## src/rtl/r200_mem.sv

```systemverilog
// r200 memory-access stage: issues data-memory requests for loads/stores,
// aligns and extends load data, and registers results toward writeback.
module r200_mem (
    input  logic        clk,
    input  logic        rst_n,
    input  logic        in_valid,
    output logic        in_ready,
    input  logic [31:0] in_alu_res,
    input  logic [31:0] in_store_data,
    input  logic [2:0]  in_func3,
    input  logic        in_load,
    input  logic        in_store,
    input  logic [4:0]  in_rd,
    input  logic        in_reg_write,
    output logic        dmem_req,
    input  logic        dmem_gnt,
    output logic [31:0] dmem_addr,
    output logic        dmem_we,
    output logic [3:0]  dmem_be,
    output logic [31:0] dmem_wdata,
    input  logic        dmem_rvalid,
    input  logic [31:0] dmem_rdata,
    output logic        wb_valid,
    output logic [4:0]  wb_rd,
    output logic [31:0] wb_data,
    output logic        wb_we,
    output logic        wb_fault
);

    localparam int unsigned XLEN = 32;
    localparam int unsigned RW   = 5;

    typedef enum logic [1:0] {IDLE, REQ, RESP} state_e;

    state_e            state_q, state_d;
    logic              is_load_q, is_load_d;
    logic [2:0]        func3_q, func3_d;
    logic [1:0]        lane_q, lane_d;
    logic [RW-1:0]     rd_q, rd_d;
    logic              reg_write_q, reg_write_d;

    logic              dmem_req_q, dmem_req_d;
    logic [XLEN-1:0]   dmem_addr_q, dmem_addr_d;
    logic              dmem_we_q, dmem_we_d;
    logic [3:0]        dmem_be_q, dmem_be_d;
    logic [XLEN-1:0]   dmem_wdata_q, dmem_wdata_d;
    logic              wb_valid_q, wb_valid_d;
    logic [RW-1:0]     wb_rd_q, wb_rd_d;
    logic [XLEN-1:0]   wb_data_q, wb_data_d;
    logic              wb_we_q, wb_we_d;
    logic              wb_fault_q, wb_fault_d;

    logic              accept_c;
    logic              f3_legal_c;
    logic              misaligned_c;
    logic              fault_c;
    logic [3:0]        be_c;
    logic [XLEN-1:0]   wdata_c;
    logic [XLEN-1:0]   shifted_c;
    logic [XLEN-1:0]   load_val_c;

    assign in_ready = rst_n & (state_q == IDLE);
    assign accept_c = in_valid & in_ready;

    // Legality, alignment, byte enables and lane-replicated store data at acceptance
    always_comb begin
        f3_legal_c = 1'b0;
        case (in_func3)
            3'b000, 3'b001, 3'b010: f3_legal_c = 1'b1;
            3'b100, 3'b101:         f3_legal_c = ~in_store;
            default:                f3_legal_c = 1'b0;
        endcase
        misaligned_c = ((in_func3[1:0] == 2'b01) && in_alu_res[0]) ||
                       ((in_func3[1:0] == 2'b10) && (in_alu_res[1:0] != 2'b00));
        fault_c = ~f3_legal_c | misaligned_c | (in_load & in_store);
        case (in_func3[1:0])
            2'b00: begin
                be_c    = 4'b0001 << in_alu_res[1:0];
                wdata_c = {4{in_store_data[7:0]}};
            end
            2'b01: begin
                be_c    = in_alu_res[1] ? 4'b1100 : 4'b0011;
                wdata_c = {2{in_store_data[15:0]}};
            end
            default: begin
                be_c    = 4'b1111;
                wdata_c = in_store_data;
            end
        endcase
    end

    // Lane select and sign/zero extension of returned load data
    always_comb begin
        shifted_c = dmem_rdata >> {lane_q, 3'b000};
        case (func3_q)
            3'b000:  load_val_c = {{24{shifted_c[7]}}, shifted_c[7:0]};
            3'b100:  load_val_c = {24'd0, shifted_c[7:0]};
            3'b001:  load_val_c = {{16{shifted_c[15]}}, shifted_c[15:0]};
            3'b101:  load_val_c = {16'd0, shifted_c[15:0]};
            default: load_val_c = shifted_c;
        endcase
    end

    always_comb begin
        state_d      = state_q;
        is_load_d    = is_load_q;
        func3_d      = func3_q;
        lane_d       = lane_q;
        rd_d         = rd_q;
        reg_write_d  = reg_write_q;
        dmem_req_d   = dmem_req_q;
        dmem_addr_d  = dmem_addr_q;
        dmem_we_d    = dmem_we_q;
        dmem_be_d    = dmem_be_q;
        dmem_wdata_d = dmem_wdata_q;
        wb_valid_d   = 1'b0;
        wb_rd_d      = wb_rd_q;
        wb_data_d    = wb_data_q;
        wb_we_d      = wb_we_q;
        wb_fault_d   = wb_fault_q;

        case (state_q)
            IDLE: begin
                if (accept_c) begin
                    is_load_d   = in_load;
                    func3_d     = in_func3;
                    lane_d      = in_alu_res[1:0];
                    rd_d        = in_rd;
                    reg_write_d = in_reg_write;
                    if (!in_load && !in_store) begin
                        wb_valid_d = 1'b1;
                        wb_rd_d    = in_rd;
                        wb_data_d  = in_alu_res;
                        wb_we_d    = in_reg_write;
                        wb_fault_d = 1'b0;
                    end else if (fault_c) begin
                        wb_valid_d = 1'b1;
                        wb_rd_d    = in_rd;
                        wb_we_d    = 1'b0;
                        wb_fault_d = 1'b1;
                    end else begin
                        state_d      = REQ;
                        dmem_req_d   = 1'b1;
                        dmem_addr_d  = {in_alu_res[31:2], 2'b00};
                        dmem_we_d    = in_store;
                        dmem_be_d    = be_c;
                        dmem_wdata_d = wdata_c;
                    end
                end
            end
            REQ: begin
                if (dmem_gnt) begin
                    dmem_req_d = 1'b0;
                    if (is_load_q) begin
                        state_d = RESP;
                    end else begin
                        state_d    = IDLE;
                        wb_valid_d = 1'b1;
                        wb_rd_d    = rd_q;
                        wb_we_d    = 1'b0;
                        wb_fault_d = 1'b0;
                    end
                end
            end
            RESP: begin
                if (dmem_rvalid) begin
                    state_d    = IDLE;
                    wb_valid_d = 1'b1;
                    wb_rd_d    = rd_q;
                    wb_data_d  = load_val_c;
                    wb_we_d    = reg_write_q;
                    wb_fault_d = 1'b0;
                end
            end
            default: state_d = IDLE;
        endcase
    end

    always_ff @(posedge clk or negedge rst_n) begin
        if (!rst_n) begin
            state_q      <= IDLE;
            is_load_q    <= 1'b0;
            func3_q      <= 3'd0;
            lane_q       <= 2'd0;
            rd_q         <= '0;
            reg_write_q  <= 1'b0;
            dmem_req_q   <= 1'b0;
            dmem_addr_q  <= '0;
            dmem_we_q    <= 1'b0;
            dmem_be_q    <= 4'd0;
            dmem_wdata_q <= '0;
            wb_valid_q   <= 1'b0;
            wb_rd_q      <= '0;
            wb_data_q    <= '0;
            wb_we_q      <= 1'b0;
            wb_fault_q   <= 1'b0;
        end else begin
            state_q      <= state_d;
            is_load_q    <= is_load_d;
            func3_q      <= func3_d;
            lane_q       <= lane_d;
            rd_q         <= rd_d;
            reg_write_q  <= reg_write_d;
            dmem_req_q   <= dmem_req_d;
            dmem_addr_q  <= dmem_addr_d;
            dmem_we_q    <= dmem_we_d;
            dmem_be_q    <= dmem_be_d;
            dmem_wdata_q <= dmem_wdata_d;
            wb_valid_q   <= wb_valid_d;
            wb_rd_q      <= wb_rd_d;
            wb_data_q    <= wb_data_d;
            wb_we_q      <= wb_we_d;
            wb_fault_q   <= wb_fault_d;
        end
    end

    assign dmem_req   = dmem_req_q;
    assign dmem_addr  = dmem_addr_q;
    assign dmem_we    = dmem_we_q;
    assign dmem_be    = dmem_be_q;
    assign dmem_wdata = dmem_wdata_q;
    assign wb_valid   = wb_valid_q;
    assign wb_rd      = wb_rd_q;
    assign wb_data    = wb_data_q;
    assign wb_we      = wb_we_q;
    assign wb_fault   = wb_fault_q;

endmodule

```

## config.mk

```make
export PLATFORM = sky130hd
export DESIGN_NAME = r200_mem
export DESIGN_NICKNAME = d
export VERILOG_FILES = /design/src/rtl/r200_mem.sv
export SDC_FILE = /design/constraint.sdc
export NUM_CORES = 1
export LEC_CHECK = 0
export CORE_ASPECT_RATIO = 0.6
export CORE_MARGIN = 2
export CORE_UTILIZATION = 57
export DETAILED_ROUTE_END_ITERATION = 10
export DONT_BUFFER_PORTS = 1
export GPL_TIMING_DRIVEN = 0
export PLACE_DENSITY = 0.75
export RECOVER_POWER = 100
export SETUP_SLACK_MARGIN = 0.4
export SYNTH_ARGS = -nofsm -noshare
export SYNTH_HDL_FRONTEND = slang
export SYNTH_SLANG_ARGS = --single-unit
```

## constraint.sdc

```tcl
create_clock -name clk -period 1.9 [get_ports clk]
set_input_delay 0.095 -clock clk [delete_from_list [all_inputs] [get_ports clk]]
set_output_delay 0.095 -clock clk [all_outputs]
set_load 0.02 [all_outputs]
```

==> results of run 1 <==
kinds of logic after synthesis:
logic type	Yosys count	synth area share [%]
AO/OA/AOI/OAI	140	13.40
XOR/XNOR	1	0.1421
adder cells (fa/ha/maj)	5	1.015
buffers and inverters	50	3.776
flip-flops	122	49.53
multiplexers	139	24.02
other	1	0.06084
AND/OR/NAND/NOR	107	8.059
critical path, delay by kind of cell, from the launching register on:
family,cells,cell delay [ps]
adder cells (fa/ha/maj),1,170
flip-flops,1,440
AND/OR/NAND/NOR,1,400
AO/OA/AOI/OAI,2,300
buffers and inverters,3,420
multiplexers,1,220
routing by layer:
metal	wire, um	vias to the layer above	GRT usage (%)
li1	-	2312	-
met4	602	2	12.43
met5	19	-	0
met3	2566	75	13.63
met2	9823	430	55.85
met1	8787	2721	48.23
layout make-up:
type | instances | area (um^2)
multi-input combinational | 394 | 3339
sequential | 122 | 3055
fill | 477 | 1533
timing repair buffer | 126 | 1409
clock buffer | 18 | 429.2
buffer | 41 | 389.1
clock inverter | 13 | 193.9
tap | 139 | 173.9
inverter | 9 | 36.28
path summary, 6_finish.rpt:
check / endpoint / slack (ps)
min reg2reg: rd_q[0] / 470
max in group asynchronous: wb_we / 2360
max reg2reg: wb_data[29] / -190
min: dmem_wdata[5] / -630
min in group clk: wb_valid / 20
max: wb_data[29] / -190
registers in the layout, indices dropped and copies added (netlist names):
signal,count
wb_fault,1
wb_we,1
wb_data,32
state_q,2
dmem_wdata,32
rd_q,5
dmem_we,1
wb_rd,5
reg_write_q,1
func3_q,3
dmem_be,4
is_load_q,1
lane_q,2
wb_valid,1
dmem_addr,30
dmem_req,1
power by group through the flow:
stage / clock network (mW) / logic [mW] / registers [mW]
2_1_floorplan: 0 / 3.50 / 5.93
3_3_place_gp: 0 / 4.18 / 6.23
3_5_place_dp: 0 / 4.33 / 6.26
4_1_cts: 3.44 / 5.37 / 6.25
5_1_grt: 3.58 / 6.63 / 6.46
6_report: 3.44 / 6.22 / 6.35
placed cells by master (no fill, tap or decap), drive strengths merged, types with 4 or more instances in the layout:
cell type	netlist	routed
inv	9	11
mux2i	68	68
o2bb2ai	8	8
dfrtp	122	122
nand2	62	62
a31oi	14	14
or2	16	16
ha	5	5
o21ai	42	42
nor2	9	9
nand2b	4	4
bufinv	0	4
mux2	71	71
dlygate4sd3	0	83
a211oi	5	5
clkbuf	13	35
nor2b	4	4
a21oi	61	61
clkinvlp	0	4
buf	28	67
repair_timing:
action | CTS | global route
hold endpoints to repair | 237 | 122
gates resized for setup | 127 | 48
setup endpoints to repair | 122 | 121
gates cloned | 5 | 3
pin swaps | 9 | 7
buffers inserted | 21 | 14
==> metrics.log, run 1 <==
INFO  metric run_status = finished with violations
INFO  metric failed_checks = hold timing, setup timing
INFO  metric final-max-slew-violation-count = 0
INFO  metric worstSkewPairLatency = 410 ps
INFO  metric maximum_number_of_pins_on_one_net_before_global_route_repair = between 100 and 150
INFO  metric firstDrtPassIters = 5
INFO  metric timing.reg2reg.worst_path_depth = 8
INFO  metric powerDensity = roughly 1800 mW/mm^2
INFO  metric yosysWarningCount = 0
INFO  metric synth_largest_area_cell = sky130_fd_sc_hd__dfrtp_1
INFO  metric synthCells = approximately 570
INFO  metric dp.final_hpwl = roughly 13 mm
INFO  metric startpoint_kind_of_the_worst_setup_timing_path = register
INFO  metric timing.max_cap.violations = 0
INFO  metric clock_sink_count = 122
INFO  metric ctsRootBufferMaster = sky130_fd_sc_hd__clkbuf_16
INFO  metric cts_tree = yes
INFO  metric finalWorstSetupSlack = -188.9 ps
INFO  metric final_util = 85.48%
INFO  metric die_w = 138.2 um
INFO  metric setup_failing_eps_final = between 80 and 90
INFO  metric power.static_leakage = 3.945 nW
INFO  metric synth_cell_type_count = 41
INFO  metric grt_setup_unrepaired = yes
INFO  metric worst_hold_slack_across_all_endpoints = -625.2 ps
INFO  metric grt_remaining_overflow = 0
INFO  metric fp.dieArea = between 0.01 and 0.015 mm^2
INFO  metric netSwitchingFraction = 42.00%
INFO  metric instances_no_fill = about 860
INFO  metric postSynthRegisterBits = between 100 and 150
INFO  metric grt_first_pass_wirelength = roughly 33 mm
INFO  metric drt-vias-per-instance = about 6.4
INFO  metric drt_wl_total = 21.80 mm
INFO  metric p_total = between 15 and 20 mW
INFO  metric placeableCoreArea = 0.01056 mm^2
INFO  metric post_synth_most_frequent_cells = 122 x sky130_fd_sc_hd__dfrtp_1, 71 x sky130_fd_sc_hd__mux2_2, 68 x sky130_fd_sc_hd__mux2i_1
INFO  metric internal_power = between 9 and 10 mW
INFO  metric vias = roughly 5.5k
INFO  metric final_hold_viol_count = roughly 120
INFO  metric layout_worst_path_cycle_share = 109.9%
INFO  metric tightestPinTransition = around 830 ps
INFO  metric max-clock-path-buffers = 2
INFO  metric core.rowCount = 29
INFO  metric proportion_of_synthesized_flip_flops_having_asynchronous_set_or_reset = 100.0%
INFO  metric drt-initial-drc-count = between 500 and 600
INFO  metric maxSlewHeadroom = a little over two fifths
INFO  metric drc = 0
INFO  metric setup-tns-final = -6193 ps
INFO  metric drive_gt1_share = 33.06%
INFO  metric synth_edf_count = 0
INFO  metric numPortBuffers = 0
INFO  metric nNetsFinal = about 830
INFO  metric wl_per_cell = about 25 um
INFO  metric synth_top_area_share = between 40% and 50%
INFO  metric die_height = 84.55 um
INFO  metric initial_antenna_violation_count = 1
INFO  metric summed_instance_area_of_the_synthesized_netlist = ~0.0062 mm^2
INFO  metric stdcell_area = around 0.0090 mm^2
INFO  metric worstPathMaxFanout = 6
INFO  metric ordered_list_of_cells_on_the_worst_path = inv_2 > ha_4 > or3b_4 > a211oi_4 > buf_6 > buf_12 > mux2i_2 > a31oi_1
INFO  metric critPathArrivalTime = roughly 2400 ps
INFO  metric ioPinCount = between 200 and 250
INFO  metric clock.fmax = roughly 480 MHz
INFO  metric rr_startpoint = state_q[1]
INFO  metric ir_drop = 1.071 mV
INFO  metric seqPwrFrac = 39.7%
INFO  metric globalplace.congestion = between 0.9 and 1
INFO  metric area_delta_synth_final = 46.45%
INFO  metric n_antenna_cell = 0
INFO  metric clk_pin_slew = 60 ps
INFO  metric seq_area_frac_synth = about half
INFO  metric avgSynthCellArea = ~11 um^2
INFO  metric pre_cts_slack = -502.1 ps
INFO  metric dominantRegCellSynth = sky130_fd_sc_hd__dfrtp_1
INFO  metric postPlaceCellArea = approximately 0.0064 mm^2
INFO  metric post_cts_hold_buffer_count = 83
INFO  metric grt_use_total = between 30 and 40%
INFO  metric combinationalPowerShare = between 30% and 40%
INFO  metric crit_start = state_q[1]
INFO  metric power.clock.fraction = roughly 22%
INFO  metric initial_cell_density_of_the_core = around three fifths
INFO  metric criticalPathCategory = register to register
INFO  metric dominant_cell_by_count_in_the_synthesized_netlist = sky130_fd_sc_hd__dfrtp_1
INFO  metric cp.required = between 2000 and 2500 ps
INFO  metric grt_pass1_vias = 5715
INFO  metric cp_slowest_stage_delay = 440 ps
INFO  metric numPlacedInstances = between 700 and 800
INFO  metric timing.critical_path.slowest_stage_cell = sky130_fd_sc_hd__dfrtp_2
INFO  metric p_switching = ~6.7 mW
INFO  metric hold_path.class = input port to async pin
INFO  metric fin_skew = ~14 ps
INFO  metric fin_crit = 2089 ps
INFO  metric synthTopCellsByArea = sky130_fd_sc_hd__dfrtp_1 50%, sky130_fd_sc_hd__mux2_2 13%, sky130_fd_sc_hd__mux2i_1 11%
INFO  metric cts-buffers-inserted = 17
INFO  metric cts_max_level = 4
INFO  metric postRouteAntennaNets = 0
INFO  metric cp-end-kind = register
Power figures use the tool's default switching activity.
==> run 2, diff against run 1 <==
--- a/config.mk
+++ b/config.mk
@@ -5,13 +5,14 @@
 export SDC_FILE = /design/constraint.sdc
 export NUM_CORES = 1
 export LEC_CHECK = 0
-export CORE_ASPECT_RATIO = 0.6
+export CORE_ASPECT_RATIO = 0.8
 export CORE_MARGIN = 2
-export CORE_UTILIZATION = 57
+export CORE_UTILIZATION = 60
+export CTS_BUF_LIST = sky130_fd_sc_hd__clkbuf_8
 export DETAILED_ROUTE_END_ITERATION = 10
 export DONT_BUFFER_PORTS = 1
 export GPL_TIMING_DRIVEN = 0
-export PLACE_DENSITY = 0.75
+export PLACE_DENSITY = 0.79
 export RECOVER_POWER = 100
 export SETUP_SLACK_MARGIN = 0.4
 export SYNTH_ARGS = -nofsm -noshare
==> run 2 against run 1 <==
Effect of this change: clock skew rose by 11 ps; global-route usage rose by 1.3 points; routed wire length rose by 3.0%; setup slack improved by 22 ps; the flow still finishes with violations (hold timing, setup timing); count of clock-buffer cells in the layout did not move; critical path type unchanged; core utilization rose by 1.2 points; sequential share of layout area rose by 0.97 points; critical path depth did not move; register-to-register slack improved by 20 ps; final area fell by 2.8%; first-iteration DRC count fell by 5.1%; final cell count rose by 0.23%.
==> metrics.log, run 2 (same netlist as run 1, synthesis figures left out) <==
INFO  metric run_status = finished with violations
INFO  metric fin_skew = 24.88 ps (+10.84 ps)
INFO  metric failed_checks = hold timing, setup timing
INFO  metric drive_gt1_share = 32.32% (-0.74 points)
INFO  metric cp-end-kind = register
INFO  metric placeableCoreArea = 0.01012 mm^2 (-4.2%)
INFO  metric postRouteAntennaNets = 0 (unchanged)
INFO  metric ir_drop = 0.9833 mV (-8.2%)
INFO  metric cts_max_level = 4 (unchanged)
INFO  metric cp.required = 2230 ps (+60 ps)
INFO  metric die_height = 94.65 um (+12%)
INFO  metric drt-vias-per-instance = 6.509 (+1.3%)
INFO  metric maxSlewHeadroom = 42.86% (-1.1 points)
INFO  metric grt_remaining_overflow = 0 (unchanged)
INFO  metric hold_path.class = input port to async pin
INFO  metric p_total = 15.04 mW (-6.0%)
INFO  metric grt_setup_unrepaired = yes
INFO  metric firstDrtPassIters = 6 (+1)
INFO  metric post_cts_hold_buffer_count = 87 (+4.8%)
INFO  metric worstSkewPairLatency = 440 ps (+30 ps)
INFO  metric worst-path-buf-inv = 3 (unchanged)
INFO  metric final_hold_viol_count = 122 (unchanged)
INFO  metric timing.critical_path.slowest_stage_cell = sky130_fd_sc_hd__or3b_4
INFO  metric core.rowCount = 33 (+14%)
INFO  metric cts-buffers-inserted = 17 (unchanged)
INFO  metric grt_pass1_vias = 5773 (+1.0%)
INFO  metric max-clock-path-buffers = 2 (unchanged)
INFO  metric multi_input_area = 0.003309 mm^2 (-0.90%)
INFO  metric layout_worst_path_cycle_share = 108.8% (-1.2 points)
INFO  metric clk_pin_slew = 90 ps (+30 ps)
INFO  metric layout.cells.most_common_list = 121 x sky130_fd_sc_hd__dfrtp_1, 87 x sky130_fd_sc_hd__dlygate4sd3_1, 67 x sky130_fd_sc_hd__mux2i_1
INFO  metric nNetsFinal = 828 (unchanged)
INFO  metric final-max-slew-violation-count = 0 (unchanged)
INFO  metric clock_sink_count = 122 (unchanged)
INFO  metric final.fill_count = 459 (-3.8%)
INFO  metric dp.final_hpwl = 12.25 mm (-2.0%)
INFO  metric drt-initial-drc-count = 483 (-5.1%)
INFO  metric worstPathMaxFanout = 7 (+1)
INFO  metric n_antenna_cell = 0 (unchanged)
INFO  metric sequential_cell_area_in_the_final_layout = 0.003054 mm^2 (about the same)
INFO  metric maximum_number_of_pins_on_one_net_before_global_route_repair = 127 (unchanged)
INFO  metric final_common_cell = sky130_fd_sc_hd__dfrtp_1
INFO  metric pre_cts_slack = -512.5 ps (-10.44 ps)
INFO  metric vias = 5624 (+1.5%)
INFO  metric grt_use_total = 37.68% (+1.3 points)
INFO  metric setup_failing_eps_final = 68 (-19%)
INFO  metric die_w = 117.3 um (-15%)
INFO  metric critPathArrivalTime = 2390 ps (+30 ps)
INFO  metric cp_slowest_stage_delay = 420 ps (-20 ps)
INFO  metric power.static_leakage = 3.833 nW (-2.8%)
INFO  metric worst_hold_slack_across_all_endpoints = -656.4 ps (-31.18 ps)
INFO  metric finalWorstSetupSlack = -166.7 ps (+22.27 ps)
INFO  metric initial_antenna_violation_count = 0 (-1)
INFO  metric tightestPinTransition = 850.6 ps (+16.83 ps)
INFO  metric drt_wl_total = 22.46 mm (+3.0%)
INFO  metric fin_crit = 2067 ps (-22.27 ps)
INFO  metric initial_cell_density_of_the_core = 60.93% (+2.6 points)
INFO  metric path_delay_family = buffers and inverters
INFO  metric ctsRootBufferMaster = sky130_fd_sc_hd__clkbuf_8
INFO  metric clock.fmax = 483.9 MHz (+1.1%)
INFO  metric cts_tree = yes
INFO  metric powerDensity = 1715 mW/mm^2 (-3.3%)
INFO  metric timing.max_cap.violations = 0 (unchanged)
INFO  metric criticalPathCategory = register to register
INFO  metric numPortBuffers = 0 (unchanged)
INFO  metric fp.dieArea = 0.01110 mm^2 (-5.0%)
INFO  metric grt_first_pass_wirelength = 32.09 mm (-1.9%)
INFO  metric ordered_list_of_cells_on_the_worst_path = inv_2 > ha_4 > or3b_4 > a211oi_4 > buf_6 > clkbuf_16 > mux2i_1 > a21oi_1
INFO  metric globalplace.congestion = 0.8648 (-10%)
INFO  metric startpoint_kind_of_the_worst_setup_timing_path = register
INFO  metric drc = 0 (unchanged)
INFO  metric area_delta_synth_final = 42.31%
INFO  metric ioPinCount = 223 (unchanged)
INFO  metric wl_per_cell = 25.99 um (+2.8%)
## run 2: routing by layer
layer | GRT usage [%] | vias up | wire length, um
li1 | - | 2295 | -
met1 | 47.09 | 2781 | 8383
met2 | 61.45 | 436 | 10610
met3 | 11.05 | 112 | 2340
met4 | 17.57 | 0 | 1123
met5 | 0 | - | 0
## run 2: what timing repair did
| item | in CTS | in global routing |
|---|---|---|
| gates cloned | 3 | 3 |
| pin swaps | 10 | 7 |
| buffers inserted | 23 | 10 |
| resized for setup | 126 | 43 |
| setup endpoints to repair | 122 | 112 |
| hold endpoints to repair | 240 | 122 |
## run 2: cell type report
cell class	instances	area share, %
multi-input cells	394	37.73
flip-flops and latches	122	34.82
repair buffers	126	15.65
plain buffers	41	4.351
clock buffers	18	2.825
clock inverters	14	2.240
well taps	140	1.997
inverters	9	0.3852
## run 2: stage by stage
stage / instances / hold WS, ps / TNS, ps / util, % / instance area (um^2)
global route: 864 / -671.4 / -7332 / 86.70 / 8771
detailed placement: 706 / -198.8 / -19250 / 63.67 / 6441
finish: 864 / -656.4 / -3971 / 86.70 / 8771
CTS: 851 / -669.2 / -891.1 / 83.66 / 8463
global placement: 706 / -198.4 / -14230 / 63.67 / 6441
floorplan: 566 / -200.6 / -1864 / - / 6266
## run 2: final timing paths
kind / start / end / slack (ps) / depth (start not counted)
hold reg to reg: rd_q[2] / rd_q[2] / 480 / 2
max in group asynchronous: rst_n / dmem_wdata[28] / 2390 / 0
setup reg to reg: state_q[0] / wb_data[17] / -170 / 8
min in group clk: dmem_rdata[22] / wb_data[14] / 10 / 3
setup / recovery: state_q[0] / wb_data[17] / -170 / 8
hold / removal: rst_n / dmem_addr[7] / -660 / 0
## run 2: power breakdown
part	total [mW]	internal, mW	switching, mW	leakage, nW
Combinational	6.07	3.04	3.03	2.12
Sequential	6.36	3.87	2.49	1.50
Clock	2.61	1.47	1.15	0.209
## run 2: worst register-to-register path, delay by kind of cell, from the launching register on
kind	cells	cell delay (ps)
AO/OA/AOI/OAI	2	320
adder cells (fa/ha/maj)	1	180
buffers and inverters	3	450
flip-flops	1	390
multiplexers	1	220
AND/OR/NAND/NOR	1	420
==> run 3, diff against run 2 <==
--- a/config.mk
+++ b/config.mk
@@ -5,12 +5,12 @@
 export SDC_FILE = /design/constraint.sdc
 export NUM_CORES = 1
 export LEC_CHECK = 0
+export BUFFER_PORTS_ARGS = -buffer_cell sky130_fd_sc_hd__buf_2
 export CORE_ASPECT_RATIO = 0.8
 export CORE_MARGIN = 2
-export CORE_UTILIZATION = 60
+export CORE_UTILIZATION = 47
 export CTS_BUF_LIST = sky130_fd_sc_hd__clkbuf_8
 export DETAILED_ROUTE_END_ITERATION = 10
-export DONT_BUFFER_PORTS = 1
 export GPL_TIMING_DRIVEN = 0
 export PLACE_DENSITY = 0.79
 export RECOVER_POWER = 100
==> run 3 against run 2 <==
Effect of this change: critical path depth up 1; worst hold slack better by 320 ps; sequential cell count unchanged; highest routed layer unchanged; register-to-register slack worse by 60 ps; core utilization down 9.7 points; clock skew down 13 ps; via count up 9.9%; final area up 13%; the flow still finishes with violations (hold timing, setup timing); combinational power up 43%; die area up 27%.
==> metrics.log, run 3 (same netlist as run 1, synthesis figures left out) <==
INFO  metric run_status = finished with violations
INFO  metric failed_checks = hold timing, setup timing
INFO  metric worst_path_most_repeated_cell = sky130_fd_sc_hd__o21ai_1
INFO  metric final_util = 77.03% (-9.7 points)
INFO  metric grt_first_pass_wirelength = 34.60 mm (+7.8%)
INFO  metric numPlacedInstances = 960 (+36%)
INFO  metric postRouteAntennaNets = 0 (unchanged)
INFO  metric layout.cells.most_common_list = 120 x sky130_fd_sc_hd__dfrtp_1, 117 x sky130_fd_sc_hd__clkbuf_1, 112 x sky130_fd_sc_hd__buf_2
INFO  metric final.fill_count = 867 (+89%)
INFO  metric die_w = 132.0 um (+13%)
INFO  metric clock_sink_count = 122 (unchanged)
INFO  metric timing.max_cap.violations = 0 (unchanged)
INFO  metric nNetsFinal = 1030 (+24%)
INFO  metric max-clock-path-buffers = 2 (unchanged)
INFO  metric grt_pass1_vias = 6363 (+10%)
INFO  metric grt_use_total = 31.88% (-5.8 points)
INFO  metric critPathArrivalTime = 2480 ps (+90 ps)
INFO  metric clock.fmax = 469.3 MHz (-3.0%)
INFO  metric firstDrtPassIters = 7 (+1)
INFO  metric fin_crit = 2131 ps (+64.05 ps)
INFO  metric core.rowCount = 37 (+12%)
INFO  metric criticalPathCategory = register to register
INFO  metric powerDensity = 1637 mW/mm^2 (-4.6%)
INFO  metric ctsRootBufferMaster = sky130_fd_sc_hd__clkbuf_8
INFO  metric initial_antenna_violation_count = 0 (unchanged)
INFO  metric layout_worst_path_cycle_share = 112.1% (+3.4 points)
INFO  metric maximum_number_of_pins_on_one_net_before_global_route_repair = 72 (-43%)
INFO  metric cts_max_level = 4 (unchanged)
INFO  metric timing.critical_path.slowest_stage_cell = sky130_fd_sc_hd__dfrtp_2
INFO  metric ioPinCount = 223 (unchanged)
INFO  metric vias = 6179 (+9.9%)
INFO  metric power.static_leakage = 4.414 nW (+15%)
INFO  metric setup_failing_eps_final = 77 (+13%)
INFO  metric drive_gt1_share = 40.50% (+8.2 points)
INFO  metric final_hold_viol_count = 70 (-43%)
INFO  metric worst_hold_slack_across_all_endpoints = -334.3 ps (+322.1 ps)
INFO  metric initial_cell_density_of_the_core = 48.06% (-13 points)
INFO  metric fp.dieArea = 0.01405 mm^2 (+27%)
INFO  metric wl_per_cell = 20.86 um (-20%)
INFO  metric hold_path.class = input port to async pin
INFO  metric fin_skew = 12.14 ps (-12.74 ps)
INFO  metric numPortBuffers = 218 (+218)
INFO  metric drt_wl_total = 22.97 mm (+2.3%)
INFO  metric drt-vias-per-instance = 5.612 (-14%)
INFO  metric dp.final_hpwl = 13.39 mm (+9.3%)
INFO  metric ir_drop = 0.9678 mV (-1.6%)
INFO  metric startpoint_kind_of_the_worst_setup_timing_path = register
INFO  metric crit-reg2reg-capture = wb_data[15]
INFO  metric p_total = 16.17 mW (+7.5%)
INFO  metric cp_slowest_stage_delay = 440 ps (+20 ps)
INFO  metric die_height = 106.4 um (+12%)
INFO  metric setup-tns-final = -4691 ps (-720.5 ps)
INFO  metric grt_remaining_overflow = 0 (unchanged)
INFO  metric rr_startpoint = state_q[1]
INFO  metric finalWorstSetupSlack = -230.7 ps (-64.05 ps)
INFO  metric instances_no_fill = 1101 (+27%)
INFO  metric globalplace.congestion = 0.9400 (+8.7%)
INFO  metric drc = 0 (unchanged)
INFO  metric worstPathMaxFanout = 6 (-1)
INFO  metric maxSlewHeadroom = 25.63% (-17 points)
INFO  metric area_delta_synth_final = 60.27%
INFO  metric drt-initial-drc-count = 457 (-5.4%)
INFO  metric ordered_list_of_cells_on_the_worst_path = inv_2 > ha_4 > or3b_4 > a211oi_4 > buf_6 > buf_4 > buf_8 > o21ai_1 > o21ai_1
INFO  metric tightestPinTransition = 1116 ps (+265.0 ps)
INFO  metric placeableCoreArea = 0.01282 mm^2 (+27%)
INFO  metric timing.reg2reg.worst_path_depth = 9 (+1)
INFO  metric n_antenna_cell = 0 (unchanged)
INFO  metric grt_setup_unrepaired = yes
INFO  metric regToRegSetupSlack = -230 ps (-60 ps)
INFO  metric worstSkewPairLatency = 440 ps (about the same)
INFO  metric clk_pin_slew = 80 ps (about the same)
INFO  metric cts_tree = yes
INFO  metric cts-buffers-inserted = 17 (unchanged)
INFO  metric cp-end-kind = register
INFO  metric final_common_cell = sky130_fd_sc_hd__dfrtp_1
INFO  metric final-max-slew-violation-count = 0 (unchanged)
INFO  metric cp.required = 2240 ps (about the same)
-- run 3: changes by cell type in the layout (fill, tap and decap cells not counted), sizes merged --
cell         before  now
inv              11   12
dlygate4sd3      87   70
bufinv            4    5
clkinvlp          5    4
clkbuf           37  140
buf              61  176
-- run 3: routing by layer --
| metal | global-route usage [%] | up-vias | wire length [um] |
|---|---|---|---|
| li1 | - | 2713 | - |
| met1 | 41.50 | 3035 | 9457 |
| met2 | 50.30 | 347 | 10790 |
| met3 | 8.918 | 84 | 1874 |
| met4 | 13.35 | 0 | 849 |
| met5 | 0 | - | 0 |
-- run 3: timing repair --
item,in CTS,in global routing
setup endpoints to repair,122,122
gates resized for setup,158,61
hold buffers,69,1
pin swaps,32,13
buffers inserted,22,9
cloned,6,2
endpoints found under the hold margin,150,71
-- run 3: per-stage QoR --
step / area [um^2] / setup WS [ps]
CTS: 9666 / -80.27
finish: 9878 / -230.7
global route: 9878 / -303.0
global placement: 7576 / -2092
floorplan: 6266 / -106.2
detailed placement: 7610 / -697.6
-- run 3: worst max path at each step --
stage | start | end | slack (ps) | depth (start not counted)
after CTS | state_q[1] | wb_data[27] | -80 | 8
after floorplan | state_q[0] | wb_data[26] | -110 | 7
after global placement | rst_n | dmem_wdata[28] | -2090 | 7
after global routing | state_q[1] | wb_data[15] | -300 | 9
final | state_q[1] | wb_data[15] | -230 | 9
after detailed placement | rst_n | dmem_addr[26] | -700 | 8
-- run 3: critical path: cells and delay by family, from the launching register on --
family | cells | cell delay [ps]
AO/OA/AOI/OAI | 3 | 530
adder cells (fa/ha/maj) | 1 | 150
buffers and inverters | 4 | 500
flip-flops | 1 | 440
AND/OR/NAND/NOR | 1 | 410
-- run 3: layout make-up --
type,instances,area (um^2),share of cell area (%)
plain buffers,41,392.9,3.977
clock buffers,17,234.0,2.369
clock inverters,15,224.0,2.267
inverters,9,33.78,0.3420
multi-input cells,394,3471,35.14
flip-flops and latches,122,3055,30.93
well taps,175,219.0,2.217
repair buffers,328,2248,22.76
-- run 3: power by group --
| part | leakage [nW] | internal (mW) | total [mW] | switching [mW] |
|---|---|---|---|---|
| Sequential | 1.50 | 3.89 | 4.74 | 0.852 |
| Combinational | 2.69 | 3.67 | 8.69 | 5.02 |
| Clock | 0.220 | 1.57 | 2.74 | 1.17 |
| Total | 4.41 | 9.12 | 16.2 | 7.04 |
